## src/rtl/max_pool2_if.sv

```systemverilog
// Window-in / max-out bundle for the 2x2 max-pooling element.
// master drives the window, slave (the pooling element) returns the result.
interface max_pool2_if #(
  parameter int unsigned DATA_WIDTH = 8
);
  logic                  in_valid;
  logic [DATA_WIDTH-1:0] in00;
  logic [DATA_WIDTH-1:0] in01;
  logic [DATA_WIDTH-1:0] in10;
  logic [DATA_WIDTH-1:0] in11;
  logic [DATA_WIDTH-1:0] out;
  logic [1:0]            out_idx;
  logic                  out_valid;

  modport master (
    output in_valid, in00, in01, in10, in11,
    input  out, out_idx, out_valid
  );

  modport slave (
    input  in_valid, in00, in01, in10, in11,
    output out, out_idx, out_valid
  );
endinterface

```

## src/rtl/max_pool2.sv

```systemverilog
// 2x2 max-pooling element: two-stage pipeline returning the window maximum and
// its {row, col} position, lowest position winning on ties.
module max_pool2 #(
  parameter int unsigned DATA_WIDTH = 8,
  parameter bit          SIGNED     = 1'b0
) (
  input logic         clk,
  input logic         rst_n,
  max_pool2_if.slave  bus
);

  // Strict greater-than: the later candidate only wins when strictly larger.
  function automatic logic f_gt(input logic [DATA_WIDTH-1:0] a, input logic [DATA_WIDTH-1:0] b);
    if (SIGNED) return $signed(a) > $signed(b);
    return a > b;
  endfunction

  logic                  w_c0, w_c1, w_r2;
  logic [DATA_WIDTH-1:0] w_m0, w_m1, w_max;
  logic [1:0]            w_idx;

  logic                  r_v1;
  logic [DATA_WIDTH-1:0] r_m0, r_m1;
  logic                  r_c0, r_c1;
  logic                  r_v2;
  logic [DATA_WIDTH-1:0] r_out;
  logic [1:0]            r_idx;

  always_comb begin
    w_c0 = f_gt(bus.in01, bus.in00);
    w_m0 = w_c0 ? bus.in01 : bus.in00;
    w_c1 = f_gt(bus.in11, bus.in10);
    w_m1 = w_c1 ? bus.in11 : bus.in10;
  end

  always_comb begin
    w_r2  = f_gt(r_m1, r_m0);
    w_max = w_r2 ? r_m1 : r_m0;
    w_idx = w_r2 ? {1'b1, r_c1} : {1'b0, r_c0};
  end

  // Stage 1: per-row maxima; data only loads on valid so idle garbage never propagates.
  always_ff @(posedge clk or negedge rst_n) begin
    if (!rst_n) begin
      r_v1 <= 1'b0;
      r_m0 <= '0;
      r_m1 <= '0;
      r_c0 <= 1'b0;
      r_c1 <= 1'b0;
    end else begin
      r_v1 <= bus.in_valid;
      if (bus.in_valid) begin
        r_m0 <= w_m0;
        r_m1 <= w_m1;
        r_c0 <= w_c0;
        r_c1 <= w_c1;
      end
    end
  end

  // Stage 2: row maxima merged; result holds across bubbles.
  always_ff @(posedge clk or negedge rst_n) begin
    if (!rst_n) begin
      r_v2  <= 1'b0;
      r_out <= '0;
      r_idx <= 2'b00;
    end else begin
      r_v2 <= r_v1;
      if (r_v1) begin
        r_out <= w_max;
        r_idx <= w_idx;
      end
    end
  end

  assign bus.out       = r_out;
  assign bus.out_idx   = r_idx;
  assign bus.out_valid = r_v2;

endmodule

```

## src/flat_wrapper.sv

```systemverilog
// flat-port wrapper written by rule: the top's interface ports become plain ports
module max_pool2_flat 
#(
  parameter int unsigned DATA_WIDTH = 8,
  parameter bit          SIGNED     = 1'b0
)
  (clk, rst_n, bus_in_valid, bus_in00, bus_in01, bus_in10, bus_in11, bus_out, bus_out_idx, bus_out_valid);
  max_pool2_if #(.DATA_WIDTH(DATA_WIDTH)) bus_i ();
  input logic clk;
  input logic rst_n;
  input wire logic [$bits(bus_i.in_valid)-1:0] bus_in_valid;
  input wire logic [$bits(bus_i.in00)-1:0] bus_in00;
  input wire logic [$bits(bus_i.in01)-1:0] bus_in01;
  input wire logic [$bits(bus_i.in10)-1:0] bus_in10;
  input wire logic [$bits(bus_i.in11)-1:0] bus_in11;
  output wire logic [$bits(bus_i.out)-1:0] bus_out;
  output wire logic [$bits(bus_i.out_idx)-1:0] bus_out_idx;
  output wire logic [$bits(bus_i.out_valid)-1:0] bus_out_valid;
  assign bus_i.in_valid = bus_in_valid;
  assign bus_i.in00 = bus_in00;
  assign bus_i.in01 = bus_in01;
  assign bus_i.in10 = bus_in10;
  assign bus_i.in11 = bus_in11;
  assign bus_out = bus_i.out;
  assign bus_out_idx = bus_i.out_idx;
  assign bus_out_valid = bus_i.out_valid;
  max_pool2 #(.DATA_WIDTH(DATA_WIDTH), .SIGNED(SIGNED)) u_core (.clk(clk), .rst_n(rst_n), .bus(bus_i));
endmodule
```

## config.mk

```make
export PLATFORM = sky130hd
export DESIGN_NAME = max_pool2_flat
export DESIGN_NICKNAME = d
export VERILOG_FILES = /design/src/rtl/max_pool2_if.sv /design/src/rtl/max_pool2.sv /design/src/flat_wrapper.sv
export SDC_FILE = /design/constraint.sdc
export NUM_CORES = 1
export LEC_CHECK = 0
export CAP_MARGIN = 30
export CORE_AREA = 2 2 80 101
export CTS_CLUSTER_DIAMETER = 40
export DETAILED_ROUTE_END_ITERATION = 8
export DIE_AREA = 0 0 82 103
export DONT_BUFFER_PORTS = 1
export GPL_TIMING_DRIVEN = 0
export PLACE_DENSITY = 0.43
export SYNTH_ARGS = -nofsm -noshare
export SYNTH_HDL_FRONTEND = slang
export SYNTH_SLANG_ARGS = --single-unit
```

## constraint.sdc

```tcl
create_clock -name clk -period 2.4 [get_ports clk]
set_clock_uncertainty 0.2 [all_clocks]
set_input_delay 0.36 -clock clk [delete_from_list [all_inputs] [get_ports clk]]
set_output_delay 0.36 -clock clk [all_outputs]
set_load 0.01 [all_outputs]
```

# --- Word level (Yosys, flattened, before mapping) ---
# Cells that the tools add are included.
word_totals:
  reg_bits: 30
  input_bits: 35
  output_inout_bits: 11
  word_cells: 15
classes:
  magnitude_cmp: 3
  muxes: 4
ops:
  columns: ["operator", "count"]
  rows:
  - ["$gt A8 B8 Y1", 3]
  - ["$mux W8", 3]
  - ["$mux W2", 1]

# --- Longest topological paths before layout ---
depth:
  depth_word: 2
  depth_mapped: 8
  ltp_nobuf: 7

# --- Worst setup path before layout ---
# Ideal clock, no wire load.
synth_timing:
  kind: "flip-flop to flip-flop"
  start: "register u_core.r_m1[5]"
  end: "register u_core.r_out[0] (netlist: u_core.bus.out[0])"
  setup_ns: 0.146
  arrival_time_ns: 1.743
  required_time_ns: 2.054
  slack_ns: 0.311
  path_stages_with_launch: 8
  synth_period_minus_slack_ns: 2.089
  path_cell_list: "dfrtp_1 > ha_1 > a211o_1 > a21oi_2 > or3b_1 > buf_6 > nand3_1 > o221ai_1"
synth_via:
  elab_chain_cells: 2
synth_lines:
  columns: ["item", "line", "rtl"]
  rows:
  - ["start: declaration", "max_pool2.sv:23", "logic [DATA_WIDTH-1:0] r_m0, r_m1;"]
  - ["start signal: assignment", "max_pool2.sv:54", "r_m1 <= w_m1;"]
  - ["$gt A8 B8 Y1", "max_pool2.sv:15", "return a > b;"]
  - ["$mux W8", "max_pool2.sv:38", "w_max = w_r2 ? r_m1 : r_m0;"]
  - ["end signal: assignment", "max_pool2.sv:70", "r_out <= w_max;"]
  - ["end: declaration", "max_pool2.sv:26", "logic [DATA_WIDTH-1:0] r_out;"]
# No other way between the ends.
# A chain may end at the register's enable or synchronous reset.

# --- Worst setup path after layout ---
layout_timing:
  start: "register u_core.r_m1[5]"
  end: "register u_core.r_out[3] (netlist: u_core.bus.out[3])"
# The elaborated chain is that of the path after synthesis.

==> reports/metrics.yaml <==
synth:
  synth_flop_cell: "dfrtp_1"
  synthTopCellsByArea: "dfrtp_1 34%, ha_1 14%, o221ai_1 9.9%"
  synthCells: 249
  syn_area_um2: 2210
  synth_nets: 308
  ys_ff_latch: 30
  seq_area_frac_synth: 0.340
  yosys.area.top_type: "dfrtp_1"
  synth_edf_count: 0
  async_flop_share: 1.00
  synth-warning-count: 0
  synthTopCellsByCount: "41 x inv_1, 30 x dfrtp_1"
  netlist-cell-type-count: 24
  syn_area_per_cell_um2: 8.87
  synth_top_area_share: 0.340
  yosysMostFrequentCell: "inv_1"
cells_and_area:
  n_antenna_cell: 0
  area.growth.synth_to_final_pct: 11.3
  layout-drive-gt1-share: 0.0885
  fillers: 846
  multi_input_area_um2: 1240
  layout.nets: 319
  seqCellArea_um2: 751
  final_util: 0.325
timing:
  hold_viol: 0
  layout_min_cycle_time_ns: 2.23
  fin_ws_ns: 0.170
  slew_headroom: 0.619
  worstMarginPinSlew_ns: 0.571
  setup_tns_ns: 0
  grt_setup_unrepaired: "false"
  fin_crit_sh: 0.929
  setup_viol: 0
  slew_viol_final: 0
  clock.fmax_mhz: 448
  hold_slack_ns: 0.0570
global_route:
  overflow: 0
  grt_pass1_wl_um: 9600
  grt_pass1_vias: 1923
  grt_max_degree: 31
  grt_usage: 0.148
  antenna_found_initial: 0
clocking:
  clk_latency_ns: 0.28
  cts_made_buffers: 5
  root_buffer: "clkbuf_8"
  clk_pin_slew_ns: 0.06
  cts_tree: "done"
  cts_sinks: 30
  cts_max_path_buffers: 2
  htree_levels: 2
detailed_routing:
  drtIter0Drc: 58
  vias: 1794
  wire_per_inst_um: 15.8
  drc: 0
  drt-total-wl_um: 5610
  drt_pre_antenna_iters: 4
  drtAntennaViolNets: 0
  via_per_inst: 5.05
critical_path:
  rrSetupSlack_ns: 0.17
  cp.arrival_ns: 2.17
  cp_cell_sequence: "ha_1, a211o_1, a21oi_2, or3b_1, buf_6, nand3_1, o221ai_1"
  startpoint_type: "flop"
  ff2ff_path_depth: 7
  path_class: "reg2reg"
  rr_startpoint: "u_core.r_m1[5]"
  startpoint: "u_core.r_m1[5]"
  cpPeakStageDelay_ns: 0.41
  crit_family: "compound AO/OA/AOI/OAI gates"
  endpoint: "u_core.bus.out[3]"
  r2r_end: "u_core.bus.out[3]"
  slowest_stage: "dfrtp_1"
  cp.required_ns: 2.34
  worst-path-max-fanout: 9
  crit_cells: 7
  worst_setup_path_end_kind: "flop"
  path_buf_inv: 1
pwr:
  ir_worst_vdd_uv: 275
  p_leak_nw: 1.24
  pwr_density_cell_nw_per_um2: 686
run:
  cap_violations: 0
placed_design:
  gp_congestion: 0.822
  numPortBuffers: 0
  dp_hpwl_um: 4560
  dp_slack_ns: 0.126
floorplan:
  top_level_ports: 46
  die-area_um2: 8450
  die_h_um: 103
  num_rows: 36
  placeableCoreArea_um2: 7570
  die_w_um: 82
  start_util: 0.292
run_status:
  outcome: "finished clean"
hold_path:
  hold_path_class: "in2reg"
timing repair:
item	in CTS	in global routing
endpoints found under the setup margin	0	4
endpoints found under the hold margin	31	0
buffers inserted	0	1
hold buffers	3	0
gates resized for setup	0	1
final cells by class:
| class | instances | area share |
|---|---|---|
| tap | 95 | 0.0483 |
| inverter | 41 | 0.0626 |
| buffer | 12 | 0.0290 |
| timing repair buffer | 4 | 0.0193 |
| multi-input combinational | 166 | 0.505 |
| sequential | 30 | 0.305 |
| clock buffer | 7 | 0.0310 |
routing by layer:
| metal | global-route usage | vias up | share of wire |
|---|---|---|---|
| li1 | - | 920 | - |
| met1 | 0.187 | 823 | 0.42 |
| met2 | 0.248 | 43 | 0.52 |
| met3 | 0.0306 | 8 | 0.049 |
| met4 | 0.0500 | 0 | 0.017 |
| met5 | 0 | - | 0 |
kinds of logic (layout without fill, tap and decap cells):
group                      count (synthesis)  in the layout  synth area share
DFF                                       30             30             0.340
adders and majority gates                 24             24             0.136
AOI/OAI and AO/OA                         49             49             0.188
buffers and inverters                     53             64             0.102
muxes                                      3              3            0.0153
and+or+nand+nor                           90             90             0.219
flip-flops by register name, summed over array words and instances, names as in the netlist:
register              cells
u_core.bus.out            8
u_core.r_m0               8
u_core.r_m1               8
u_core.bus.out_idx        2
u_core.bus.out_valid      1
u_core.r_c0               1
u_core.r_c1               1
u_core.r_v1               1
metrics by stage:
stage / total power (W) / cell area, um^2 / instances
5_1_grt: 0.00183 / 2460 / 355
2_1_floorplan: 0.00116 / 2210 / 249
3_3_place_gp: 0.00129 / 2330 / 344
6_report: 0.00169 / 2460 / 355
3_5_place_dp: 0.00130 / 2330 / 344
4_1_cts: 0.00170 / 2440 / 354
cells in the final DEF, fill, tap and decap left out, types with 3 or more instances in the layout:
| master | count |
|---|---|
| inv_1 | 41 |
| dfrtp_1 | 30 |
| nand2_1 | 25 |
| and3_1 | 25 |
| nand3_1 | 25 |
| o221ai_1 | 25 |
| ha_1 | 24 |
| o21a_1 | 6 |
| clkbuf_1 | 6 |
| a211o_1 | 5 |
| clkbuf_8 | 5 |
| buf_2 | 3 |
| nor2b_1 | 3 |
| and2_1 | 3 |
| a21o_1 | 3 |
| and4_1 | 3 |
| o21ai_0 | 3 |
| a21oi_2 | 3 |
| nand4_1 | 3 |
| or3b_1 | 3 |
| buf_6 | 3 |
| mux2_2 | 3 |
report_power, final:
part	total, W	switching [W]	internal [W]	leakage, nW
Clock	0.000379	0.000180	0.000199	0.0383
Combinational	0.000573	0.000304	0.000268	0.832
Sequential	0.000735	0.000115	0.000621	0.374
worst min-delay path by stage:
stage	startpoint	end	cells after the start
6_report	bus_in00[1]	u_core.r_m0[1]	2
5_1_grt	bus_in00[3]	u_core.r_m0[3]	2
4_1_cts	bus_in00[4]	u_core.r_m0[4]	2
3_5_place_dp	rst_n	u_core.bus.out_idx[1]	0
3_3_place_gp	rst_n	u_core.bus.out[3]	0
2_1_floorplan	rst_n	u_core.bus.out[0]	0
No activity file was read; power rests on OpenSTA's default activity.
